<file path="src/rtl/csv_fifo_pkg.sv">
// Shared constants and FSM state type for the FIFO write-port arbiter.
package csv_fifo_pkg;

  localparam int DEF_WIDTH     = 8;
  localparam int DEF_NREQ      = 4;
  localparam int DEF_MAX_BURST = 16;

  typedef enum logic {
    ST_IDLE  = 1'b0,
    ST_BURST = 1'b1
  } arb_state_e;

endpackage

</file>
<file path="src/rtl/csv_fifo_wr_arb_if.sv">
// Requester-side and FIFO-side signals of the write arbiter, grouped as one bundle.
interface csv_fifo_wr_arb_if
  import csv_fifo_pkg::*;
#(
  parameter int WIDTH = DEF_WIDTH,
  parameter int NREQ  = DEF_NREQ
);

  logic [NREQ-1:0]         i_req;
  logic [NREQ*WIDTH-1:0]   i_wdata;
  logic [NREQ-1:0]         i_last;
  logic [NREQ-1:0]         o_ready;
  logic                    o_wreq;
  logic [WIDTH-1:0]        o_wdata;
  logic                    i_fifo_wready;
  logic [$clog2(NREQ)-1:0] o_grant_id;
  logic                    o_busy;

  modport slave (
    input  i_req, i_wdata, i_last, i_fifo_wready,
    output o_ready, o_wreq, o_wdata, o_grant_id, o_busy
  );

  modport master (
    output i_req, i_wdata, i_last, i_fifo_wready,
    input  o_ready, o_wreq, o_wdata, o_grant_id, o_busy
  );

endinterface

</file>
<file path="src/rtl/csv_rr_pick.sv">
// Combinational rotating-priority picker: first set request at or above ptr, with wrap.
module csv_rr_pick
  import csv_fifo_pkg::*;
#(
  parameter int NREQ = DEF_NREQ
) (
  input  logic [NREQ-1:0]         req,
  input  logic [$clog2(NREQ)-1:0] ptr,
  output logic [$clog2(NREQ)-1:0] idx,
  output logic                    any
);

  localparam int IDW = $clog2(NREQ);

  int unsigned        k;
  logic [IDW-1:0]     k_idx;

  always_comb begin
    any   = 1'b0;
    idx   = '0;
    k     = 0;
    k_idx = '0;
    for (int unsigned i = 0; i < NREQ; i++) begin
      k     = (32'(ptr) + i) % 32'(NREQ);
      k_idx = k[IDW-1:0];
      if (!any && req[k_idx]) begin
        any = 1'b1;
        idx = k_idx;
      end
    end
  end

endmodule

</file>
<file path="src/rtl/csv_fifo_wr_arb.sv">
// Round-robin arbiter granting one of NREQ requesters a burst of writes into a single FIFO port.
module csv_fifo_wr_arb
  import csv_fifo_pkg::*;
#(
  parameter int WIDTH     = DEF_WIDTH,
  parameter int NREQ      = DEF_NREQ,
  parameter int MAX_BURST = DEF_MAX_BURST
) (
  input  logic             clk,
  input  logic             reset,
  csv_fifo_wr_arb_if.slave bus
);

  localparam int IDW = $clog2(NREQ);
  localparam int CW  = $clog2(MAX_BURST + 1);

  arb_state_e     state_q, state_d;
  logic [IDW-1:0] owner_q, owner_d;
  logic [IDW-1:0] rr_ptr_q, rr_ptr_d;
  logic [CW-1:0]  cnt_q, cnt_d;
  logic [IDW-1:0] pick_idx;
  logic           pick_any;
  logic           busy;
  logic           beat;
  logic           release_now;

  csv_rr_pick #(.NREQ(NREQ)) u_pick (
    .req (bus.i_req),
    .ptr (rr_ptr_q),
    .idx (pick_idx),
    .any (pick_any)
  );

  assign busy           = (state_q == ST_BURST);
  assign bus.o_busy     = busy;
  assign bus.o_grant_id = owner_q;

  always_comb begin
    bus.o_ready = '0;
    bus.o_wreq  = 1'b0;
    bus.o_wdata = '0;
    if (busy) begin
      bus.o_ready[owner_q] = bus.i_fifo_wready;
      bus.o_wreq           = bus.i_req[owner_q];
      bus.o_wdata          = bus.i_wdata[int'(owner_q) * WIDTH +: WIDTH];
    end
  end

  // A beat needs both the owner's valid and FIFO space; anything else is a stall.
  assign beat        = busy && bus.i_req[owner_q] && bus.i_fifo_wready;
  assign release_now = beat && (bus.i_last[owner_q] || (cnt_q + 1'b1 == CW'(MAX_BURST)));

  always_comb begin
    state_d  = state_q;
    owner_d  = owner_q;
    rr_ptr_d = rr_ptr_q;
    cnt_d    = cnt_q;
    unique case (state_q)
      ST_IDLE: begin
        if (pick_any) begin
          owner_d = pick_idx;
          cnt_d   = '0;
          state_d = ST_BURST;
        end
      end
      ST_BURST: begin
        if (beat) cnt_d = cnt_q + 1'b1;
        if (release_now) begin
          state_d  = ST_IDLE;
          rr_ptr_d = (owner_q == IDW'(NREQ - 1)) ? '0 : owner_q + 1'b1;
        end
      end
      default: state_d = ST_IDLE;
    endcase
  end

  always_ff @(posedge clk or posedge reset) begin
    if (reset) begin
      state_q  <= ST_IDLE;
      owner_q  <= '0;
      rr_ptr_q <= '0;
      cnt_q    <= '0;
    end else begin
      state_q  <= state_d;
      owner_q  <= owner_d;
      rr_ptr_q <= rr_ptr_d;
      cnt_q    <= cnt_d;
    end
  end

endmodule

</file>
<file path="src/flat_wrapper.sv">
// flat-port wrapper written by rule: the top's interface ports become plain ports
module csv_fifo_wr_arb_flat import csv_fifo_pkg::*;
#(
  parameter int WIDTH     = DEF_WIDTH,
  parameter int NREQ      = DEF_NREQ,
  parameter int MAX_BURST = DEF_MAX_BURST
)
  (clk, reset, bus_i_req, bus_i_wdata, bus_i_last, bus_i_fifo_wready, bus_o_ready, bus_o_wreq, bus_o_wdata, bus_o_grant_id, bus_o_busy);
  csv_fifo_wr_arb_if #(.WIDTH(WIDTH), .NREQ(NREQ)) bus_i ();
  input  logic clk;
  input  logic reset;
  input wire logic [$bits(bus_i.i_req)-1:0] bus_i_req;
  input wire logic [$bits(bus_i.i_wdata)-1:0] bus_i_wdata;
  input wire logic [$bits(bus_i.i_last)-1:0] bus_i_last;
  input wire logic [$bits(bus_i.i_fifo_wready)-1:0] bus_i_fifo_wready;
  output wire logic [$bits(bus_i.o_ready)-1:0] bus_o_ready;
  output wire logic [$bits(bus_i.o_wreq)-1:0] bus_o_wreq;
  output wire logic [$bits(bus_i.o_wdata)-1:0] bus_o_wdata;
  output wire logic [$bits(bus_i.o_grant_id)-1:0] bus_o_grant_id;
  output wire logic [$bits(bus_i.o_busy)-1:0] bus_o_busy;
  assign bus_i.i_req = bus_i_req;
  assign bus_i.i_wdata = bus_i_wdata;
  assign bus_i.i_last = bus_i_last;
  assign bus_i.i_fifo_wready = bus_i_fifo_wready;
  assign bus_o_ready = bus_i.o_ready;
  assign bus_o_wreq = bus_i.o_wreq;
  assign bus_o_wdata = bus_i.o_wdata;
  assign bus_o_grant_id = bus_i.o_grant_id;
  assign bus_o_busy = bus_i.o_busy;
  csv_fifo_wr_arb #(.WIDTH(WIDTH), .NREQ(NREQ), .MAX_BURST(MAX_BURST)) u_core (.clk(clk), .reset(reset), .bus(bus_i));
endmodule
</file>
<file path="config.mk">
export PLATFORM = sky130hd
export DESIGN_NAME = csv_fifo_wr_arb_flat
export DESIGN_NICKNAME = d
export VERILOG_FILES = /design/src/rtl/csv_fifo_pkg.sv /design/src/rtl/csv_fifo_wr_arb_if.sv /design/src/rtl/csv_rr_pick.sv /design/src/rtl/csv_fifo_wr_arb.sv /design/src/flat_wrapper.sv
export SDC_FILE = /design/constraint.sdc
export NUM_CORES = 1
export LEC_CHECK = 0
export CORE_MARGIN = 2
export CORE_UTILIZATION = 39
export DETAILED_ROUTE_END_ITERATION = 10
export PLACE_DENSITY_LB_ADDON = 0.25
export SLEW_MARGIN = 20
export SYNTH_ARGS = -nofsm -noshare
export SYNTH_HDL_FRONTEND = slang
export SYNTH_SLANG_ARGS = --single-unit
</file>
<file path="constraint.sdc">
create_clock -name clk -period 2.71 [get_ports clk]
set_clock_uncertainty 0.05 [all_clocks]
set_input_delay 0.271 -clock clk [delete_from_list [all_inputs] [get_ports clk]]
set_output_delay 0.271 -clock clk [all_outputs]
set_load 0.05 [all_outputs]
</file>
# [Word-level counts from Yosys, hierarchy flattened]
# Index checks and enable logic that the tools add are counted.
[op_classes] addsub=5 n_mul=0 n_div=0 n_lt_le_gt_ge=6 eq_ne=4 n_shift=1 muxes=32 n_bitwise=2 reduce_logical=14
[ops] operator="$shiftx A32 B6 Y8" n=1
[ops] operator="$lt A2 B3 Y1 const B" n=5
[ops] operator="$mux W1" n=14
[ops] operator="$bmux W1 S2" n=6
[ops] operator="$mux W2" n=5
[ops] operator="$mux W5" n=2
[ops] operator="$pmux W5 S2" n=1
[ops] operator="$mux W8" n=1
[ops] operator="$logic_and A1 B1 Y1" n=7
[ops] operator="$reduce_and A2 Y1" n=3
[ops] operator="$add A5 B1 Y5 const B" n=1
[ops] operator="$eq A5 B5 Y1 const B" n=1
[ops] operator="$add A2 B1 Y2 const B" n=2
[ops] operator="$add A2 B2 Y2 const B" n=2
[ops] operator="$and A4 B4 Y4" n=1
[ops] operator="$mux W4" n=1
[ops] operator="$logic_not A1 Y1" n=3
[ops] operator="$demux W1 S2" n=1
[ops] operator="$eq A2 B2 Y1 const B" n=1
[ops] operator="$ge A2 B1 Y1 const B" n=1
[ops] operator="$ne A2 B1 Y1 const B" n=1
[ops] operator="$ne A2 B2 Y1 const B" n=1
[ops] operator="$pmux W1 S2" n=1
[ops] operator="$logic_or A1 B1 Y1" n=1
[ops] operator="$not A1 Y1" n=1
[word_totals] reg_bits=10 latchBits=0 ram_bits=0 rom_bits=0 wordCells=68 n_memories=0

# [Logic depth before layout (Yosys ltp)]
[logic_depth] depth_word=14 mapped_depth=5 ltp_nobuf=5

# [Cells and area by module]
# From an unflattened synthesis, not the netlist that was laid out.
[hier_totals] cells_unflattened=97 hier_area_um2=968.4
[by_module_without_submodules] mod="csv_fifo_wr_arb" n_inst=1 cells_each=82 area_each_um2=890.9 seq_area_each_um2=250.2
[by_module_without_submodules] mod="csv_rr_pick" n_inst=1 cells_each=15 area_each_um2=77.6 seq_area_each_um2=0.0

# [Worst setup path before layout]
# OpenSTA, ideal clock, no wires.
[synth_timing] path_kind="reg2out" from="register u_core.owner_q[0], in the netlist u_core.bus.o_grant_id[0]" to="output bus_o_wdata[0]" arrival_time_ns=1.946 required_ns=2.389 setup_slack_ns=0.443 stages_incl_launch_ff=4 cell_sequence="dfrtp_1 -> buf_2 -> mux4_2 -> and2_1"
[synth_between] elab_chain_cells=2
[synth_rtl] element="start, declared" line_no="csv_fifo_wr_arb.sv:18" rtl="logic [IDW-1:0] owner_q, owner_d;"
[synth_rtl] element="start signal, assigned" line_no="csv_fifo_wr_arb.sv:85" rtl="owner_q <= owner_d;"
[synth_rtl] element="$shiftx A32 B6 Y8" line_no="csv_fifo_wr_arb.sv:45" rtl="bus.o_wdata = bus.i_wdata[int'(owner_q) * WIDTH +: WIDTH];"
[synth_rtl] element="$mux W8" line_no="csv_fifo_wr_arb.sv:42" rtl="if (busy) begin"
[synth_rtl] element="end, declared" line_no="flat_wrapper.sv:18" rtl="output wire logic [$bits(bus_i.o_wdata)-1:0] bus_o_wdata;"
# No other way between the ends.

# [Worst setup path in the final report]
[layout_timing] from="register u_core.owner_q[0], in the netlist u_core.bus.o_grant_id[0]" to="output bus_o_ready[0]"
[layout_between] elab_chain_cells=6 elab_cells_between_ends=7 cone_classes="order compare: 2; mux: 3; bitwise: 1; reduce/logical: 1"
[layout_rtl] element="$lt A2 B3 Y1 (not written as such) / $ge A2 B1 Y1 (equally long branches)" line_no="csv_fifo_wr_arb.sv:43" rtl="bus.o_ready[owner_q] = bus.i_fifo_wready;"
[layout_rtl] element="$logic_and A1 B1 Y1 (not written as such)" line_no="csv_fifo_wr_arb.sv:43"
[layout_rtl] element="$mux W1 (not written as such)" line_no="csv_fifo_wr_arb.sv:43"
[layout_rtl] element="$demux W1 S2 *"
[layout_rtl] element="$and A4 B4 Y4 (no source line) *"
[layout_rtl] element="$mux W4 *" line_no="csv_fifo_wr_arb.sv:42"
[layout_rtl] element="end, declared" line_no="flat_wrapper.sv:16" rtl="output wire logic [$bits(bus_i.o_ready)-1:0] bus_o_ready;"
# Every way passes the cells marked *; elsewhere a longest branch is shown, timed or not.

==> out/qor.log <==
[route] remaining antenna violation count after routing 0
[clocking] number of CTS-inserted buffers 3
[layout] Finished Layout Cells 185
[timing] post-layout min period 2.35 ns
[power] worst supply voltage drop on vdd 0.000746 V
[setup_path] worst setup path start u_core.bus.o_grant_id[0]
[clocking] latest clock arrival within the worst-skew pair 0.29 ns
[global_routing] number of antenna violations at the first check in global routing 0
[hold_path] class of the most critical hold timing path input port to asynchronous set/reset pin
[clocking] buffer depth of the longest clock path 2
[layout] Register Area 250 µm²
[timing] setup tns final 0 ns
[route] first-pass detailed-route iteration total 4
[synthesis] number of enable-type register cells in the synthesized netlist 0
[place] I/O Buffers 58
[synthesis] count of mapped cells out of synthesis 95
[global_routing] first-pass GRT wire length 4220 µm
[floorplanning] core area 2250 µm²
[outcome] result of the run finished, final reports clean
[place] placed instance count 181
[timing] endpoints failing setup 0
[floorplanning] die height 53.1 µm
[global_routing] Overflow after GRT 0
[power] power per standard cell area 1000 nW/µm²
[route] number of remaining DRC errors 0
[layout] synthesis-to-finish area growth 67.8%
[route] total wirelength of the detailed-routed design 2810 µm
[synthesis] Synth Cell Area 940 µm²
[layout] share of final-layout standard cells stronger than drive strength 1 19.7%
[synthesis] proportion of netlist area held by the largest area contributor 26.6%
[floorplanning] number of cell rows 17
[setup_path] startpoint of the lowest-slack register-to-register path u_core.bus.o_grant_id[1]
[layout] filler cell count in the final layout 195
[clocking] TritonCTS clock tree done
[synthesis] top flip-flop cell by instance count after synthesis dfrtp_1
[floorplanning] I/O pins 59
[timing] final period utilization 86.7%
[synthesis] compound-gate portion of the synthesized area 9.45%
[layout] diode count 0
[synthesis] Synth Net Count 143
[synthesis] post-synthesis mux area share 27.6%
[job] MaxCap Viol Count 0
[timing] maximum achievable frequency 426 MHz
[synthesis] commonest cells in the synthesized netlist nand2_1, and2_1, dfrtp_1, mux4_2
[route] mean routed wirelength per cell 15.2 µm
[clocking] Resized Gates After CTS 0
[synthesis] post-synth cell types 28
[synthesis] combinational family with the most area after synthesis multiplexers
[floorplanning] total die area 2820 µm²
[synthesis] library cell with the highest instance count after synthesis nand2_1
[setup_path] type of origin of the critical path flip-flop
[timing] fin. max-slew vios 0
[global_routing] via count of the first global-routing pass 941
[timing] worst path setup slack after routing 0.361 ns
[synthesis] synthesized-area fraction occupied by adder cells 6.66%
[place] final RePlAce weighted congestion 0.780
[place] Post-Place Worst Slack 0.566 ns
[setup_path] critical path type flip-flop to output port
[route] number of design-rule violations left by the first detailed-router iteration 7
[clocking] H-Tree Level Count 1
[clocking] clock transition at the registers of the reported paths 0.08 ns
[power] leakage power 0.677 nW
[synthesis] cell taking the most area after synthesis dfrtp_1
[floorplanning] Die X 53.1 µm
[setup_path] Critical Path RT 2.39 ns
[synthesis] share of async-settable or async-resettable flops after synthesis 100%
[place] hpwl dp 2350 µm
[timing] worst relative slew slack 66.4%
[clocking] total clock sinks 10
[clocking] total of hold buffers inserted after clock tree synthesis 0
[layout] Final Cell Area 1580 µm²
[route] via density per instance 5.23
[floorplanning] initial standard-cell utilization of the core 41.7%
[timing] tightest hold margin 0.207 ns
[timing] unrepaired setup endpoints after global routing no
[timing] slew at the pin closest to its max-slew limit 0.503 ns
[setup_path] Worst EP arrival 2.03 ns
[synthesis] synthesized-area fraction occupied by xor and xnor cells 1.86%
[timing] final count of hold timing violations 0
[layout] Nets 206
[clocking] library cell used as clock root buffer clkbuf_4
[global_routing] largest net degree at the start of global routing 19
[place] cell area reported after detailed placement 1540 µm²
[synthesis] Area contributors post-synth dfrtp_1, mux4_2, and2_1
[setup_path] Critical Path End Type output port
[synthesis] sequential element share of the synthesized area 26.6%
[clocking] post-CTS setup buffer count 0
[route] via total after detailed routing 968
[synthesis] Yosys Warn Count 0
[synthesis] number of register bits inferred by synthesis 10
[synthesis] Avg Cell Area, Syn 9.89 µm²
[layout] multi-input gate area in the final layout 651 µm²
[synthesis] Simple-Gate Fraction of Synth Area 23.7%
[setup_path] biggest fanout along the worst timing path 7
[global_routing] All-Layer GR Usage 21.9%
registers in the layout, summed over array words and instances, names as in the netlist:
name and cells:
u_core.bus.o_busy 1, u_core.rr_ptr_q 2, u_core.bus.o_grant_id 2, u_core.cnt_q 5
kinds of logic after synthesis:
family,Yosys count
simple gates,41
compound gates,15
mux,12
buf+inv,10
flops,10
fa+ha+maj,5
xor+xnor,2
cell type report:
cell class	count	share of cell area, %
well taps	28	2.22
repair buffers	61	36.7
multi-input cells	75	41.3
clock buffers	4	2.30
flip-flops and latches	10	15.9
inverters	7	1.67
layout by cell type, fill, tap and decap left out, types with 2 or more instances in the layout:
cell,synthesis,layout
clkdlybuf4s50_1,0,48
buf_4,0,13
nand2_1,12,12
and2_1,10,10
dfrtp_1,10,10
mux4_2,9,9
inv_1,7,7
o21ai_0,7,7
nor2_1,5,5
ha_1,5,5
and3_1,4,4
a21oi_1,3,3
nand3_1,3,3
clkbuf_4,0,3
mux2_4,2,2
o22ai_1,2,2
xor2_1,2,2
metal layers:
layer | wire (µm) | vias up | share of wire (%) | GRT usage (%)
met2 | 1640 | 23 | 59 | 44.2
met3 | 74 | 6 | 2.6 | 2.54
met5 | 0 | - | 0 | 0
met4 | 57 | 0 | 2.0 | 9.40
li1 | - | 470 | - | -
met1 | 1030 | 469 | 37 | 21.9
worst paths after layout:
| path | endpoint | depth (start not counted) | slack, ns |
|---|---|---|---|
| max in group asynchronous | u_core.rr_ptr_q[0] | 2 | 2.11 |
| min in group clk | u_core.cnt_q[2] | 1 | 0.49 |
| max | bus_o_ready[0] | 5 | 0.36 |
| max reg2reg | u_core.rr_ptr_q[0] | 5 | 0.79 |
| min reg2reg | u_core.cnt_q[2] | 1 | 0.49 |
| min | u_core.cnt_q[1] | 2 | 0.21 |
report_power, final:
part	internal [mW]	switching, mW	leakage (nW)
logic	0.488	0.654	0.531
clock network	0.0818	0.0642	0.0210
registers	0.205	0.0908	0.125
worst max-delay path: stages, from the launching register on:
cell             delay [ns]
dfrtp_1                0.39
buf_4                  0.17
inv_1                  0.08
ha_1                   0.15
and3_1                 0.16
clkdlybuf4s50_1        0.80
metrics by stage:
step | util, % | power [mW]
4_1_cts | 69.9 | 1.59
5_1_grt | 69.9 | 1.66
3_3_place_gp | 68.3 | 1.42
2_1_floorplan | - | 1.09
3_5_place_dp | 68.3 | 1.44
6_report | 69.9 | 1.58
Power figures use the tool's default switching activity.
